$ cat config.mk
export PLATFORM = sky130hd
export DESIGN_NAME = uart_block_tx
export DESIGN_NICKNAME = d
export VERILOG_FILES = /design/src/rtl/uart_block_tx.sv
export SDC_FILE = /design/constraint.sdc
export NUM_CORES = 1
export LEC_CHECK = 0
export ABC_CLOCK_PERIOD_IN_PS = 4600
export CAP_MARGIN = 10
export CORE_MARGIN = 4
export CORE_UTILIZATION = 50
export CTS_CLUSTER_SIZE = 40
export DETAILED_ROUTE_END_ITERATION = 16
export MAX_ROUTING_LAYER = met4
export PLACE_DENSITY = 0.74
export SLEW_MARGIN = 20
export SYNTH_ARGS = -nofsm -noshare
export SYNTH_HDL_FRONTEND = slang
export SYNTH_SLANG_ARGS = --single-unit
$ cat constraint.sdc
create_clock -name clk -period 4.6 [get_ports clk]
set_input_delay 1.15 -clock clk [delete_from_list [all_inputs] [get_ports clk]]
set_output_delay 1.15 -clock clk [all_outputs]
set_load 0.01 [all_outputs]
$ cat src/rtl/uart_block_tx.sv
// Framed block transmitter: buffers up to BLOCK_SIZE bytes from a valid/ready stream and
// sends them as SOF, LEN, payload, CHK over an integrated 8N1 serializer.
module uart_block_tx #(
    parameter int          BLOCK_SIZE   = 8,
    parameter int          CLKS_PER_BIT = 434,
    parameter logic [7:0]  SOF_BYTE     = 8'hA5
) (
    input  logic       clk,
    input  logic       rst,
    input  logic [7:0] s_data,
    input  logic       s_valid,
    output logic       s_ready,
    input  logic       flush,
    output logic       tx,
    output logic       busy,
    output logic       frame_done
);

    localparam int                BAUD_W    = $clog2(CLKS_PER_BIT);
    localparam int                ADDR_W    = (BLOCK_SIZE > 1) ? $clog2(BLOCK_SIZE) : 1;
    localparam logic [BAUD_W-1:0] BAUD_LAST = BAUD_W'(CLKS_PER_BIT - 1);
    localparam logic [7:0]        BLOCK_LEN = 8'(BLOCK_SIZE);

    typedef enum logic [2:0] {
        S_FILL,
        S_LOAD,
        S_START,
        S_DATA,
        S_STOP
    } state_t;

    state_t            state_reg;
    logic [7:0]        count_reg;
    logic [7:0]        len_reg;
    logic [7:0]        chk_reg;
    logic [7:0]        shift_reg;
    logic [8:0]        idx_reg;
    logic [2:0]        bit_reg;
    logic [BAUD_W-1:0] baud_reg;
    logic              tx_reg;
    logic              done_reg;
    logic              run_reg;

    logic [7:0]        buf_mem [0:(1 << ADDR_W) - 1];
    logic [7:0]        rd_data_reg;

    logic              accept;
    logic [7:0]        count_next;
    logic [8:0]        idx_next;
    logic [8:0]        chk_idx;
    logic [ADDR_W-1:0] rd_addr;
    logic              baud_wrap;
    logic [7:0]        next_byte;

    assign accept     = s_valid && s_ready;
    assign count_next = count_reg + {7'd0, accept};
    assign idx_next   = idx_reg + 9'd1;
    assign chk_idx    = {1'b0, len_reg} + 9'd2;
    assign baud_wrap  = (baud_reg == BAUD_LAST);
    // Prefetch the payload byte for idx+1 while the current byte's stop bit is on the line.
    assign rd_addr    = ADDR_W'(idx_reg - 9'd1);

    always_comb begin
        next_byte = rd_data_reg;
        if (idx_next == 9'd1) begin
            next_byte = len_reg;
        end else if (idx_next == chk_idx) begin
            next_byte = len_reg ^ chk_reg;
        end
    end

    always_ff @(posedge clk) begin
        if (accept) begin
            buf_mem[count_reg[ADDR_W-1:0]] <= s_data;
        end
        rd_data_reg <= buf_mem[rd_addr];
    end

    always_ff @(posedge clk or posedge rst) begin
        if (rst) begin
            state_reg <= S_FILL;
            count_reg <= 8'd0;
            len_reg   <= 8'd0;
            chk_reg   <= 8'd0;
            shift_reg <= 8'd0;
            idx_reg   <= 9'd0;
            bit_reg   <= 3'd0;
            baud_reg  <= '0;
            tx_reg    <= 1'b1;
            done_reg  <= 1'b0;
            run_reg   <= 1'b0;
        end else begin
            run_reg  <= 1'b1;
            done_reg <= 1'b0;
            case (state_reg)
                S_FILL: begin
                    if (accept) begin
                        chk_reg <= chk_reg ^ s_data;
                    end
                    count_reg <= count_next;
                    if (count_next == BLOCK_LEN || (flush && count_next != 8'd0)) begin
                        state_reg <= S_LOAD;
                    end
                end
                S_LOAD: begin
                    len_reg   <= count_reg;
                    idx_reg   <= 9'd0;
                    shift_reg <= SOF_BYTE;
                    baud_reg  <= '0;
                    tx_reg    <= 1'b0;
                    state_reg <= S_START;
                end
                S_START: begin
                    if (baud_wrap) begin
                        baud_reg  <= '0;
                        bit_reg   <= 3'd0;
                        tx_reg    <= shift_reg[0];
                        shift_reg <= {1'b0, shift_reg[7:1]};
                        state_reg <= S_DATA;
                    end else begin
                        baud_reg <= baud_reg + BAUD_W'(1);
                    end
                end
                S_DATA: begin
                    if (baud_wrap) begin
                        baud_reg <= '0;
                        if (bit_reg == 3'd7) begin
                            tx_reg    <= 1'b1;
                            state_reg <= S_STOP;
                        end else begin
                            bit_reg   <= bit_reg + 3'd1;
                            tx_reg    <= shift_reg[0];
                            shift_reg <= {1'b0, shift_reg[7:1]};
                        end
                    end else begin
                        baud_reg <= baud_reg + BAUD_W'(1);
                    end
                end
                S_STOP: begin
                    if (baud_wrap) begin
                        baud_reg <= '0;
                        if (idx_reg == chk_idx) begin
                            count_reg <= 8'd0;
                            chk_reg   <= 8'd0;
                            done_reg  <= 1'b1;
                            state_reg <= S_FILL;
                        end else begin
                            idx_reg   <= idx_next;
                            shift_reg <= next_byte;
                            tx_reg    <= 1'b0;
                            state_reg <= S_START;
                        end
                    end else begin
                        baud_reg <= baud_reg + BAUD_W'(1);
                    end
                end
                default: state_reg <= S_FILL;
            endcase
        end
    end

    assign tx         = tx_reg;
    assign busy       = (state_reg != S_FILL);
    assign frame_done = done_reg;
    assign s_ready    = run_reg && (state_reg == S_FILL) && (count_reg < BLOCK_LEN);

endmodule

# Word-level counts from Yosys, hierarchy flattened
# Memories as Yosys holds them, arrays and structs flattened. A register that Yosys moved wholly into a read port is not among the register bits.
# Cells that the tools add are included.
# word_totals
regBits,59
ramBits,64
in_bits,12
mem_count,1
# op_classes
add_sub_neg,6
magnitude_cmp,1
n_eq_ne,19
muxes,40
bitwise,2
reduce_logical,21
# mem_list
name,words,width,read_ports,rd_ports_with_merged_regs,wr,line,text
buf_mem,8,8,1,1,1,44,logic [7:0] buf_mem [0:(1 << ADDR_W) - 1];
# op_table
op,count
2-to-1 mux 8 bit,10
one-hot mux 9 bit (2 select lines),2
one-hot mux 8 bit (2 select lines),2
one-hot mux 8 bit (4 select lines),1
2-to-1 mux 9 bit,3
2-to-1 mux 3 bit,8
adder 9 x 1 -> 9 bit (second input constant),2
== test 9 bit,2
!= test 2 bit (second input constant),9
XOR 8 bit,2
one-hot mux 3 bit (5 select lines),1
2-to-1 mux 1 bit,10
AND reduction 5 bit,2
adder 8 x 2 -> 9 bit (second input constant),1
== test 9 x 1 -> 1 bit (second input constant),1
== test 9 bit (second input constant),1
adder 8 x 1 -> 8 bit,1
== test 8 x 4 -> 1 bit (second input constant),1
less-than comparator 8 x 4 -> 1 bit (second input constant),1
AND reduction 4 bit,2
nonzero test 2 bit,4
nonzero test 8 bit,1
== test 3 x 2 -> 1 bit (second input constant),2
== test 3 bit (second input constant),2
14 further kinds,18

# Logic depth before layout (Yosys ltp)
# depth
ltp_word,10
depth_mapped,14
mapped_depth_nobuf,12

# Worst setup path before layout
# No wires, ideal clock.
# synth_path
kind,register to register
startpoint,reg idx_reg[0]
endpoint,reg shift_reg[1]
setup_ns,0.130
arrival_time_ns,3.707
setup_slack_ns,0.763
path_stages_with_launch,15
n_path_buf,4
period_less_slack_ns,3.837
cell_sequence,dfrtp_1 -> buf_2 -> buf_2 -> clkbuf_1 -> inv_1 -> ha_1 -> buf_2 -> xor2_1 -> nand3_1 -> mux2_4 -> a2111o_4 -> nor2_8 -> mux2_4 -> a222oi_1 -> a21oi_1
# synth_via
elab_chain_len,7
# synth_lines
element,line,text
from (decl),37,logic [8:0] idx_reg;
from (signal assigned),148,idx_reg <= idx_next;
adder 9 x 1 -> 9 bit,57,assign idx_next = idx_reg + 9'd1;
== test 9 bit,67,end else if (idx_next == chk_idx) begin
2-to-1 mux 8 bit,67,
2-to-1 mux 8 bit,65,if (idx_next == 9'd1) begin
2-to-1 mux 8 bit,142,if (idx_reg == chk_idx) begin
2-to-1 mux 8 bit,140,if (baud_wrap) begin
one-hot mux 8 bit (4 select lines),95,case (state_reg)
to (signal assigned),118,"shift_reg <= {1'b0, shift_reg[7:1]};"
to (signal assigned),133,"shift_reg <= {1'b0, shift_reg[7:1]};"
to (signal assigned),149,shift_reg <= next_byte;
to (decl),36,logic [7:0] shift_reg;
# Several ways; a longest one is shown, not always the timed one. The select of a mux whose other input is x is not followed.
# A chain may end at the register's enable or synchronous reset.

# Final worst setup path
# layout_path
startpoint,in s_valid
endpoint,reg state_reg[0]
# layout_via
elab_chain_len,7
# layout_lines
element,line,text
from (decl),11,"input logic s_valid,"
logical AND 1 bit *,55,assign accept = s_valid && s_ready;
adder 8 x 1 -> 8 bit *,56,"assign count_next = count_reg + {7'd0, accept};"
nonzero test 8 bit,101,if (count_next == BLOCK_LEN || (flush && count_next != 8'd0)) begin
logical AND 1 bit,101,
logical OR 1 bit *,101,
!= test 2 bit (no line) *,--,
AND reduction 5 bit (no line) *,--,
to (signal assigned),102,state_reg <= S_LOAD;
to (signal assigned),111,state_reg <= S_START;
to (signal assigned),119,state_reg <= S_DATA;
to (decl),32,state_t state_reg;
# Mark *: on every way between the ends. The rest lies on a longest branch, timed or not.

==> results.py <==
metrics = {
    "synth": {
        "synth_edf_count": 64,
        "ys.flop_type": "edfxtp_1",
        "ys_ff_latch": 131,
        "yosys.area.top_type": "edfxtp_1",
        "synth.distinct_cells": 78,
        "ys_warn_count": 0,
        "synth_top_cell_area_share": 0.290,
        "ys_seq_area_frac": 0.537,
        "syn_nets": 576,
        "netlist_instances": 554,
        "synthTopCellsByCount": "edfxtp_1, dfrtp_1, nand2_1",
        "synthArstFlopShare": 0.450,
        "yosysMostFrequentCell": "edfxtp_1",
        "netlist_area_um2": 6630,
        "syn_area_per_cell_um2": 12.0,
        "synth_area_leaders": "edfxtp_1, dfrtp_1, mux4_2, nand2_1, mux2_2",
    },
    "hold_path": {
        "hold_end": "tx$_DFFE_PP1P_",
        "min_path_type": "reg -> reg",
        "whs_path_depth": 2,
        "worstHoldStart": "shift_reg[0]$_DFFE_PP0P_",
    },
    "clock_tree": {
        "clk_pin_slew_ns": 0.06,
        "hold_buffers": 0,
        "post_cts_resized": 0,
        "clockBufferDepth": 2,
        "insertion_delay_ns": 0.43,
        "cts_tree": "yes",
        "numCtsBuffers": 17,
        "cts_max_level": 4,
        "postCtsSetupRepairBufs": 0,
        "cts_root_buffer": "clkbuf_16",
        "clock_sinks": 131,
    },
    "drt": {
        "post_drt_wl_per_cell_um": 18.9,
        "drc": 0,
        "vias": 4538,
        "routed_wirelength_um": 14200,
        "drt.antenna.violating_nets": 0,
        "via_per_inst": 6.07,
        "dr.pass1.iters": 6,
        "drt_iter0_drc": 406,
    },
    "setup_path": {
        "crit_type": "in -> reg",
        "r2r_end": "shift_reg[6]$_DFFE_PP0P_",
        "crit_chain": "clkdlybuf4s50_1 -> and2_1 -> ha_1 -> ha_1 -> and3_1 -> nand3_1 -> xor2_1 -> o2111ai_1 -> mux2_2 -> nor2_1 -> o41ai_1",
        "rr_worst_depth": 9,
        "critPathMaxStageDelay_ns": 0.45,
        "arrival_ns": 3.79,
        "critical_path.startpoint_type": "input port",
        "crit_required_ns": 4.90,
        "critPathSlowestCell": "clkdlybuf4s50_1",
        "worstReg2RegStart": "idx_reg[1]$_DFFE_PP0P_",
        "crit_start": "s_valid",
        "worst-path-max-fanout": 11,
        "endpoint_kind": "flip-flop",
        "critPathBufInv": 1,
        "r2r_slack_ns": 1.13,
        "crit_top_cell": "ha_1",
        "critPathTopFamily": "simple AND/OR/NAND/NOR gates",
    },
    "timing": {
        "finalClockSkew_ns": 0.0180,
        "drv_slew": 0,
        "period_needed_ns": 3.48,
        "rsz0062_at_grt": "no",
        "post-route-period-util": 0.757,
        "hold_ws_ns": 0.496,
        "hold_viol_final": 0,
        "fmax_mhz": 287,
        "setup_tns_ns": 0,
        "setup_viol": 0,
        "worst_pin_slew_ns": 0.971,
        "slew_headroom": 0.351,
    },
    "layout": {
        "seq_area_um2": 3560,
        "largest_reg_flops": 64,
        "nets": 585,
        "finalNonFillerCells": 748,
        "diodes": 0,
        "syn_to_final_growth_pct": 12.5,
        "drive_gt1_frac": 0.158,
        "multi_input_area_um2": 2870,
        "nFillCells": 1032,
    },
    "global_route": {
        "grt_antenna_before_repair": 0,
        "grt_overflow": 0,
        "grt_pass1_wl_um": 23400,
        "grt_use_total": 0.210,
        "first_global_vias": 4372,
        "grt_max_degree": 44,
    },
    "power": {
        "powerDensity_nw_per_um2": 341,
        "ir_worst_vdd_uv": 317,
        "leakagePower_nw": 2.84,
    },
    "floorplanning": {
        "num_rows": 41,
        "die_x_um": 123,
        "fp.dieH_um": 123,
        "coreArea_um2": 12800,
        "start_util": 0.517,
        "io_pins": 16,
        "fp.dieArea_um2": 15200,
    },
    "place": {
        "dp_cells": 716,
        "numPortBuffers": 15,
        "hpwl_um": 9480,
        "gp_congestion": 0.907,
    },
    "status": {
        "outcome": "finished clean",
    },
    "job": {
        "drv_cap": 0,
    },
}
## kinds of logic (layout without fill, tap and decap cells)
kind of cell    Yosys count  in the layout  synth area share
simple gates            180            180             0.141
flops                   131            131             0.537
compound gates          127            127             0.140
buf+inv                  40             62            0.0300
mux                      38             38            0.0944
xor+xnor                 27             27            0.0389
fa+ha+maj                10             10            0.0189
other cells               1              1          0.000566
## worst max path at each step
stage | endpoint | slack, ns | cells after the start
global placement | state_reg[0]$_DFFE_PP0P_ | 0.84 | 11
detailed placement | state_reg[0]$_DFFE_PP0P_ | 0.72 | 11
floorplan | shift_reg[1]$_DFFE_PP0P_ | 0.76 | 14
CTS | state_reg[0]$_DFFE_PP0P_ | 1.12 | 11
finish | state_reg[0]$_DFFE_PP0P_ | 1.12 | 11
global route | state_reg[0]$_DFFE_PP0P_ | 0.82 | 13
## worst min-delay path: cells and delay by family, from the launching register on
family,cells,cell delay [ns]
AND/OR/NAND/NOR,1,0.06
flip-flops,1,0.37
AO/OA/AOI/OAI,1,0.06
## placed cells by master (no fill, tap or decap), drive strengths merged, types with 6 or more instances in the layout
master,n
a21o,7
a21oi,19
a22o,7
buf,8
clkbuf,20
clkdlybuf4s50,15
clkinv,9
dfrtp,58
dfxtp,8
edfxtp,64
ha,10
inv,10
mux2,21
mux4,16
nand2,55
nand2b,6
nand3,16
nand4,11
nor2,45
nor2b,6
nor3,11
o21ai,36
o31ai,15
xnor2,9
xor2,17
## power breakdown
| part | switching (mW) | total [mW] | internal, mW |
|---|---|---|---|
| Combinational | 0.0193 | 0.0286 | 0.00926 |
| Clock | 0.524 | 1.29 | 0.762 |
| Sequential | 0.0000939 | 1.23 | 1.23 |
| Total | 0.543 | 2.54 | 2.00 |
## layer usage
layer	routed length (um)	up-vias	GRT usage
li1	-	2116	-
met1	6400	2267	0.289
met2	6840	131	0.307
met3	690	24	0.0480
met4	231	0	0.0768
met5	0	-	-
## per-stage QoR
step	util	instance area, um^2	total power [mW]	worst slack (ns)
after global placement	0.537	6880	1.28	0.845
after global routing	0.581	7460	2.63	0.818
after floorplan	-	6630	1.26	0.763
final	0.581	7460	2.54	1.12
after CTS	0.581	7460	2.57	1.12
after detailed placement	0.537	6880	1.28	0.723
## area by class of cell
cell class,count,share of cell area
multi-input combinational,383,0.385
tap,172,0.0289
clock buffer,20,0.0643
clock inverter,12,0.0129
timing repair buffer,23,0.0282
inverter,7,0.00352
sequential,131,0.477
Note: power is estimated with default switching activity, not from simulation.
